**src/rtl/bsg_fsb_to_manycore_tunnel_rx.sv**
```systemverilog
// Receive end of the FSB channel tunnel: demuxes tagged packets into per-channel
// FIFOs and returns consumed-slot credits to the sender as FSB credit packets.
module bsg_fsb_to_manycore_tunnel_rx #(
    parameter int ring_width_p   = 80,
    parameter int dest_id_p      = 0,
    parameter int num_in_p       = 4,
    parameter int width_p        = 64,
    parameter int buffer_els_p   = 4,
    parameter int credit_batch_p = 1
) (
    input  logic                             clk_i,
    input  logic                             reset_n_i,
    input  logic                             fsb_v_i,
    input  logic [ring_width_p-1:0]          fsb_data_i,
    output logic                             fsb_ready_o,
    output logic                             fsb_v_o,
    output logic [ring_width_p-1:0]          fsb_data_o,
    input  logic                             fsb_yumi_i,
    output logic [num_in_p-1:0]              chan_v_o,
    output logic [num_in_p-1:0][width_p-1:0] chan_data_o,
    input  logic [num_in_p-1:0]              chan_yumi_i,
    output logic                             err_o
);
    localparam int tag_w = $clog2(num_in_p + 1);
    localparam int cnt_w = $clog2(buffer_els_p + 1);
    localparam int ptr_w = (buffer_els_p > 1) ? $clog2(buffer_els_p) : 1;

    typedef enum logic {IDLE, SEND} state_e;

    state_e                            state_r;
    logic                              in_v_r;
    logic [tag_w-1:0]                  in_tag_r;
    logic [width_p-1:0]                in_data_r;
    logic [width_p-1:0]                mem_r [num_in_p][buffer_els_p];
    logic [num_in_p-1:0][ptr_w-1:0]    rd_ptr_r, wr_ptr_r;
    logic [num_in_p-1:0][cnt_w-1:0]    count_r, pending_r, pending_nxt;
    logic [num_in_p-1:0]               enq, deq, full_drop, bad_yumi;
    logic                              bad_tag, credit_due, take;
    logic [ring_width_p-1:0]           credit_pkt;
    logic                              unused_hdr;

    // Header bits above the tag carry nothing on the inbound side.
    assign unused_hdr = ^fsb_data_i[ring_width_p-1:width_p+tag_w];

    function automatic logic [ptr_w-1:0] next_ptr(input logic [ptr_w-1:0] p);
        return (p == ptr_w'(buffer_els_p - 1)) ? '0 : p + 1'b1;
    endfunction

    always_comb begin
        enq        = '0;
        deq        = '0;
        full_drop  = '0;
        bad_yumi   = '0;
        credit_due = 1'b0;
        bad_tag    = in_v_r && (in_tag_r >= tag_w'(num_in_p));
        take       = (state_r == IDLE);
        for (int c = 0; c < num_in_p; c++) begin
            deq[c]      = chan_yumi_i[c] && chan_v_o[c];
            bad_yumi[c] = chan_yumi_i[c] && !chan_v_o[c];
            // A full FIFO still accepts when its head leaves in the same cycle.
            enq[c]       = in_v_r && (in_tag_r == tag_w'(c))
                           && ((count_r[c] != cnt_w'(buffer_els_p)) || deq[c]);
            full_drop[c] = in_v_r && (in_tag_r == tag_w'(c)) && !enq[c];
            if (pending_r[c] >= cnt_w'(credit_batch_p)) credit_due = 1'b1;
        end
        take = take && credit_due;
        for (int c = 0; c < num_in_p; c++) begin
            if (take)
                pending_nxt[c] = cnt_w'(deq[c]);
            else if (deq[c] && (pending_r[c] != cnt_w'(buffer_els_p)))
                pending_nxt[c] = pending_r[c] + 1'b1;
            else
                pending_nxt[c] = pending_r[c];
        end
    end

    always_comb begin
        credit_pkt = '0;
        credit_pkt[ring_width_p-1 -: 4] = 4'(dest_id_p);
        credit_pkt[width_p +: tag_w]    = tag_w'(num_in_p);
        for (int c = 0; c < num_in_p; c++)
            credit_pkt[c*cnt_w +: cnt_w] = pending_r[c];
    end

    // NOTE: every clocked process uses <= so all registers sample pre-edge values.
    always_ff @(posedge clk_i or negedge reset_n_i) begin
        if (!reset_n_i) begin
            fsb_ready_o <= 1'b0;
            in_v_r      <= 1'b0;
            in_tag_r    <= '0;
            in_data_r   <= '0;
            err_o       <= 1'b0;
            rd_ptr_r    <= '0;
            wr_ptr_r    <= '0;
            count_r     <= '0;
            pending_r   <= '0;
        end else begin
            fsb_ready_o <= 1'b1;
            in_v_r      <= fsb_v_i && fsb_ready_o;
            if (fsb_v_i && fsb_ready_o) begin
                in_tag_r  <= fsb_data_i[width_p +: tag_w];
                in_data_r <= fsb_data_i[width_p-1:0];
            end
            err_o     <= err_o || bad_tag || (|full_drop) || (|bad_yumi);
            pending_r <= pending_nxt;
            for (int c = 0; c < num_in_p; c++) begin
                if (enq[c]) wr_ptr_r[c] <= next_ptr(wr_ptr_r[c]);
                if (deq[c]) rd_ptr_r[c] <= next_ptr(rd_ptr_r[c]);
                count_r[c] <= count_r[c] + cnt_w'(enq[c]) - cnt_w'(deq[c]);
            end
        end
    end

    // NOTE: storage is not reset; count_r alone decides which entries are live.
    always_ff @(posedge clk_i) begin
        for (int c = 0; c < num_in_p; c++)
            if (enq[c]) mem_r[c][wr_ptr_r[c]] <= in_data_r;
    end

    always_comb begin
        for (int c = 0; c < num_in_p; c++) begin
            chan_v_o[c]    = (count_r[c] != '0);
            chan_data_o[c] = mem_r[c][rd_ptr_r[c]];
        end
    end

    // Snapshot of all pending counts is taken on IDLE->SEND and held until consumed.
    always_ff @(posedge clk_i or negedge reset_n_i) begin
        if (!reset_n_i) begin
            state_r    <= IDLE;
            fsb_v_o    <= 1'b0;
            fsb_data_o <= '0;
        end else begin
            case (state_r)
                IDLE: if (credit_due) begin
                    state_r    <= SEND;
                    fsb_v_o    <= 1'b1;
                    fsb_data_o <= credit_pkt;
                end
                SEND: if (fsb_yumi_i) begin
                    state_r <= IDLE;
                    fsb_v_o <= 1'b0;
                end
                default: state_r <= IDLE;
            endcase
        end
    end
endmodule

```
**config.mk**
```make
export PLATFORM = sky130hd
export DESIGN_NAME = bsg_fsb_to_manycore_tunnel_rx
export DESIGN_NICKNAME = d
export VERILOG_FILES = /design/src/rtl/bsg_fsb_to_manycore_tunnel_rx.sv
export SDC_FILE = /design/constraint.sdc
export NUM_CORES = 1
export LEC_CHECK = 0
export BUFFER_PORTS_ARGS = -buffer_cell sky130_fd_sc_hd__buf_4
export CAP_MARGIN = 20
export CORE_MARGIN = 2
export CORE_UTILIZATION = 44
export CTS_CLUSTER_SIZE = 10
export DETAILED_ROUTE_END_ITERATION = 10
export GPL_TIMING_DRIVEN = 0
export PLACE_DENSITY = 0.67
export SYNTH_ARGS = -nofsm -noshare
export SYNTH_HDL_FRONTEND = slang
export SYNTH_SLANG_ARGS = --single-unit
```
**constraint.sdc**
```tcl
create_clock -name clk_i -period 9.3 [get_ports clk_i]
set_input_delay 0.465 -clock clk_i [delete_from_list [all_inputs] [get_ports clk_i]]
set_output_delay 0.465 -clock clk_i [all_outputs]
set_load 0.01 [all_outputs]
```
After elaboration in Yosys (flattened, before gate mapping) --
Memory sizes are Yosys's and may differ from the RTL's. Index checks and enable logic that the tools add are counted.
Word-level totals: memory bits (writable) 1024, bits of input ports 88, register bits after elaboration 125, bits in read-only memories 0, logic and storage cells 217, memories kept 1, bits in latches 0, output and inout port bits 343
Memory list:
- mem_r | words 4, bits a word 256, rd ports 4, clocked after Yosys merged registers in 0, wr ports 1, line 34 | logic [width_p-1:0] mem_r [num_in_p][buffer_els_p];
Cells by class: multipliers 0, $add $sub $neg 20, reductions and logical operators 62, divide/modulo/power cells 0, shifts and indexed selects 0, equal/unequal tests 21, multiplexer cells 63, $lt $le $gt $ge 17, bitwise gates (word level) 9
Operator list (count):
- $mux 256 | 10
- $mux 64 | 12
- $reduce_or 256->1 | 3
- $bmux 64 s2 | 4
- $demux 64 s2 | 4
- $logic_and 1x1->1 | 31
- $ge 3x3->1 const B | 9
- $mux 3 | 8
- $ne 3x3->1 const B | 8
- $not 2->3 | 8
- $mux 2 | 11
- $add 2x1->2 const B | 8
- $eq 2x2->1 const B | 8
- $add 3x1->3 | 4
- $add 3x1->3 const B | 4
- $ge 3x1->1 const B | 4
- $lt 3x1->1 const B | 4
- $mux 1 | 12
- $reduce_bool 3->1 | 4
- $sub 3x1->3 | 4
- $logic_not 1->1 | 8
- $reduce_bool 2->1 | 4
- $reduce_or 4->1 | 2
- $logic_or 1x1->1 | 7
- 7 further kinds | 11

Depth between registers and ports, before layout --
word-level depth 10, depth in mapped cells 12, gate-level depth less buffers 11

Worst setup path after synthesis --
Ideal clock, no wire load.
path type register -> register, start point register in_tag_r[2], end point memory mem_r[1][100] (netlist name), enable pin, data arrival time 2.663 ns, data required time 8.871 ns, clock period less this slack 3.092 ns, slack 6.208 ns, cell stages (with the launch flop) 4, library setup time 0.429 ns, path buffers 0, cell sequence dfrtp_1 -> nand3b_1 -> nor3_1 -> and2_1
On the way: word-level cells in the longest chain between the ends 9, elaborated cells on any way between the ends 29, those cells by class eq/ne: 3; mux: 14; reduce/logical: 12
RTL lines:
- start, declared | line 32 | logic [tag_w-1:0] in_tag_r;
- start signal, assigned | line 101 | in_tag_r <= fsb_data_i[width_p +: tag_w];
- $eq 3x1->1 | line 61 | enq[c] = in_v_r && (in_tag_r == tag_w'(c))
- $logic_and 1x1->1 | line 61
- $logic_and 1x1->1 | line 62 | && ((count_r[c] != cnt_w'(buffer_els_p)) || deq[c]);
- $mux 1 | line 117 | if (enq[c]) mem_r[c][wr_ptr_r[c]] <= in_data_r;
- $mux 256 (implied by the code) | line 117
- $reduce_or 256->1 (no line)
- $mux 2 (no line) or $mux 256 (tied branches) (3 in series)
- end, declared | line 34
Parallel ways exist; a longest one is shown, timed or not.

==> impl_metrics.xml <==
<?xml version="1.0" encoding="UTF-8"?>
<metrics>
  <group name="floorplan">
    <metric name="die_height" unit="um">317</metric>
    <metric name="floorplan.rows" unit="">114</metric>
    <metric name="starting_density_of_the_core" unit="%">44.4</metric>
    <metric name="die_area" unit="mm2">0.100</metric>
    <metric name="design.portCount" unit="">431</metric>
    <metric name="placeableCoreArea" unit="mm2">0.0969</metric>
    <metric name="fp.dieW" unit="um">317</metric>
  </group>
  <group name="worst_setup_path">
    <metric name="worstPathArrival" unit="ps">3320</metric>
    <metric name="worst_setup_path_start_kind" unit="">flop</metric>
    <metric name="timing.critical_path.fanout_max" unit="">10</metric>
    <metric name="slowest_delay" unit="ps">840</metric>
    <metric name="rr_startpoint" unit="">fsb_ready_o$_DFF_PN0_</metric>
    <metric name="crit_path_top_delay_cell" unit="">clkbuf_1</metric>
    <metric name="critPathKind" unit="">flop to output pin</metric>
    <metric name="rr_endpoint" unit="">in_data_r[43]$_DFFE_PN0P_</metric>
    <metric name="r2r_slack" unit="ps">6410</metric>
    <metric name="worst_ep_required_time" unit="ps">8840</metric>
    <metric name="ff2ff_path_depth" unit="">5</metric>
    <metric name="setup.worst_path.end_class" unit="">output pin</metric>
    <metric name="cp_cell_sequence" unit="">clkbuf_1 &gt; buf_1 &gt; mux4_2 &gt; buf_4</metric>
    <metric name="critical-path-top-delay-family" unit="">buffers and inverters</metric>
    <metric name="critical_path_buf_inv_count" unit="">3</metric>
  </group>
  <group name="detailed_routing">
    <metric name="drt_pass1_iterations" unit="">5</metric>
    <metric name="drt-initial-drc-count" unit="">1988</metric>
    <metric name="route.detailed.drc" unit="">0</metric>
    <metric name="detailroute.via_count" unit="">20900</metric>
    <metric name="avgRoutedWirePerCell" unit="um">26.6</metric>
    <metric name="detail_route.wirelength" unit="um">103000</metric>
    <metric name="via_per_inst" unit="">5.38</metric>
    <metric name="final_antenna_net_count" unit="">0</metric>
  </group>
  <group name="place">
    <metric name="globalplace.congestion" unit="">0.727</metric>
    <metric name="port_buffer_count" unit="">350</metric>
    <metric name="hpwl_after_detailed_placement" unit="um">64300</metric>
    <metric name="place_inst" unit="">3558</metric>
  </group>
  <group name="hold_path">
    <metric name="min_delay_worst_endpoint" unit="">credit_pkt[0]$_DFFE_PN0P_</metric>
    <metric name="worst_hold_path.num_cells" unit="">3</metric>
    <metric name="hold_path.class" unit="">input port to flop</metric>
    <metric name="hold_path.startpoint" unit="">chan_yumi_i[0]</metric>
  </group>
  <group name="logic_synthesis">
    <metric name="yosys_most_used_dff" unit="">edfxtp_1</metric>
    <metric name="netlist_instances" unit="">1848</metric>
    <metric name="postSynthAreaPerCell" unit="um2">23.3</metric>
    <metric name="postSynth.asyncResetShare" unit="%">10.9</metric>
    <metric name="yosysSeqAreaShare" unit="%">78.8</metric>
    <metric name="post_synth_edffs" unit="">1024</metric>
    <metric name="synth-seq-cells" unit="">1149</metric>
    <metric name="synth_cell_types" unit="">49</metric>
    <metric name="synth_warnings" unit="">0</metric>
    <metric name="syn-cell-area" unit="mm2">0.0430</metric>
  </group>
  <group name="finish">
    <metric name="finish.net_count" unit="">2623</metric>
    <metric name="area_delta_synth_final" unit="%">22.6</metric>
    <metric name="post_layout_nonfiller_instances" unit="">3875</metric>
    <metric name="layout_cell_share_with_drive_strength_beyond_1" unit="%">38.0</metric>
  </group>
  <group name="timing">
    <metric name="hold_violations" unit="">0</metric>
    <metric name="setup_viol" unit="">0</metric>
    <metric name="max_clock_freq" unit="MHz">264</metric>
    <metric name="setup_repair_after_global_routing_missed_its_margin" unit="">false</metric>
    <metric name="min_period_over_period" unit="%">40.7</metric>
    <metric name="finalHoldWorstSlack" unit="ps">176</metric>
    <metric name="finClkSkew" unit="ps">21.5</metric>
    <metric name="worst_slew_margin_rel" unit="%">24.8</metric>
    <metric name="finalCriticalPeriod" unit="ps">3780</metric>
    <metric name="timing_worst_slew_pin_value" unit="ps">1130</metric>
    <metric name="totalNegativeSetupSlack" unit="ps">0</metric>
    <metric name="maxSlewViolCount" unit="">0</metric>
  </group>
  <group name="power_and_ir_drop">
    <metric name="p_total" unit="uW">15300</metric>
    <metric name="pwr_density_cell" unit="mW/mm2">290</metric>
    <metric name="p_leak" unit="uW">0.0183</metric>
    <metric name="ir_drop" unit="mV">0.168</metric>
  </group>
  <group name="cts">
    <metric name="clock_tree.buffer_depth" unit="">3</metric>
    <metric name="clock_sinks" unit="">1149</metric>
    <metric name="clk_root_buffer_cell" unit="">clkbuf_16</metric>
    <metric name="post_cts_buffers" unit="">0</metric>
    <metric name="cts_inserted_buffers" unit="">135</metric>
    <metric name="clkSlewWorstSetupHoldPaths" unit="ps">60</metric>
    <metric name="clock_tree_from_tritoncts" unit="">done</metric>
    <metric name="insertion_delay" unit="ps">740</metric>
    <metric name="htree_levels" unit="">4</metric>
  </group>
  <group name="global_route">
    <metric name="vias_in_the_first_global_route" unit="">21500</metric>
    <metric name="antenna_found_initial" unit="">2</metric>
    <metric name="groute.usage.overall" unit="%">20.6</metric>
    <metric name="grt_pass1_wl" unit="um">146000</metric>
    <metric name="grt_start_max_net_pins" unit="">71</metric>
    <metric name="grt-ovfl-total" unit="">0</metric>
  </group>
  <group name="flow_run">
    <metric name="drv_cap" unit="">0</metric>
  </group>
  <group name="status">
    <metric name="run_status" unit="">completed</metric>
  </group>
</metrics>
cell families (layout without fill, tap and decap cells):
logic type | count (synthesis) | in the layout | share of synthesized area [%]
DFF | 1149 | 1149 | 78.8
AOI/OAI and AO/OA | 35 | 35 | 0.506
adders and majority gates | 44 | 44 | 1.35
other | 2 | 69 | 0.0175
buffers and inverters | 178 | 862 | 2.27
muxes | 344 | 344 | 15.7
xor gates and xnor gates | 8 | 8 | 0.163
and+or+nand+nor | 88 | 88 | 1.20
flip-flops by register name, indices dropped and copies added, names as in the netlist, 3 cells and up:
name        count
mem_r        1024
in_data_r      64
fsb_data_o     13
count_r        12
credit_pkt     12
rd_ptr_r        8
wr_ptr_r        8
in_tag_r        3
metal layers:
layer  track usage (%)  up-vias  wire (um)
li1                  -     8772          -
met1              27.8    11100      42100
met2              34.1      838      51900
met3              4.29      143       6910
met4              5.55        0       1940
met5                 0        -          0
layout by cell type, fill, tap and decap left out, types with 3 or more instances in the layout:
cell type,Yosys,layout
buf_2,32,32
a21oi_1,15,15
nor3_1,9,9
inv_6,0,5
clkbuf_8,0,4
nor2_1,10,10
mux2_2,78,78
conb_1,2,68
buf_12,0,6
nand2_1,22,22
edfxtp_1,1024,1024
and4b_1,4,4
inv_16,0,6
buf_1,10,10
dfrtp_1,125,125
and2_4,0,16
clkbuf_16,0,137
xnor2_1,6,6
mux4_2,256,256
mux2_1,7,7
dlygate4sd3_1,0,71
buf_6,2,3
buf_4,68,417
o21ai_0,6,6
o21ai_1,3,3
ha_1,40,40
clkbuf_1,27,112
or3_1,3,3
o31a_1,3,3
clkinv_2,0,3
buf_16,0,12
fa_1,4,4
inv_1,37,37
nand3_1,6,6
stage by stage:
step	instance area, um2	setup slack (ps)	util (%)
finish	52700	5520	54.4
global route	52700	5360	54.4
CTS	52700	5350	54.4
detailed placement	48000	6100	49.5
global placement	47500	4100	49.0
floorplan	43300	6210	-
area by class of cell:
cell class	instances	area, um2
diodes	1	2.50
plain buffers	139	832
clock buffers	226	3800
clock inverters	18	223
fillers	7223	44100
inverters	39	146
multi-input cells	587	8440
flip-flops and latches	1149	33900
well taps	1276	1600
repair buffers	440	3810
synth_stat cells (all sizes together) (6+ instances only):
library cell  number  area, um2
edfxtp          1024      30700
mux4             256       5770
dfrtp            125       3130
buf              112        731
mux2              87        987
ha                40        500
inv               39        146
clkbuf            27        101
nand2             22       82.6
and2              17        106
a21oi             15       75.1
nor2              10       37.5
nor3              10       55.1
o21ai              9       45.0
nand3              6       30.0
xnor2              6       52.6
what timing repair did:
item	in CTS	in global routing
endpoints found under the hold margin	125	0
gates resized for setup	0	0
hold buffers	71	0
how the worst max path moves through the flow:
stage	cells past startpoint	slack (ps)	from	to
final	4	5520	rd_ptr_r[1]$_DFFE_PN0P_	chan_data_o[55]
after global routing	4	5360	rd_ptr_r[7]$_DFFE_PN0P_	chan_data_o[194]
after CTS	4	5350	rd_ptr_r[7]$_DFFE_PN0P_	chan_data_o[194]
after detailed placement	6	6100	fsb_v_i	in_data_r[38]$_DFFE_PN0P_
after global placement	3	4100	in_v_r$_DFF_PN0_	mem_r[1][224]$_DFFE_PP_
after floorplan	3	6210	in_tag_r[2]$_DFFE_PN0P_	mem_r[1][100]$_DFFE_PP_
worst min-delay path, cell delays in order:
cell     delay (ps)
buf_4           130
nand2_1         170
o21ai_1         110
power by group:
group | internal [uW] | total (uW) | switching [uW] | leakage (uW)
combinational | 2030 | 4150 | 2120 | 0.00569
sequential | 6020 | 6350 | 330 | 0.0107
clock | 2800 | 4810 | 2010 | 0.00193
(Power assumes the default switching activity.)
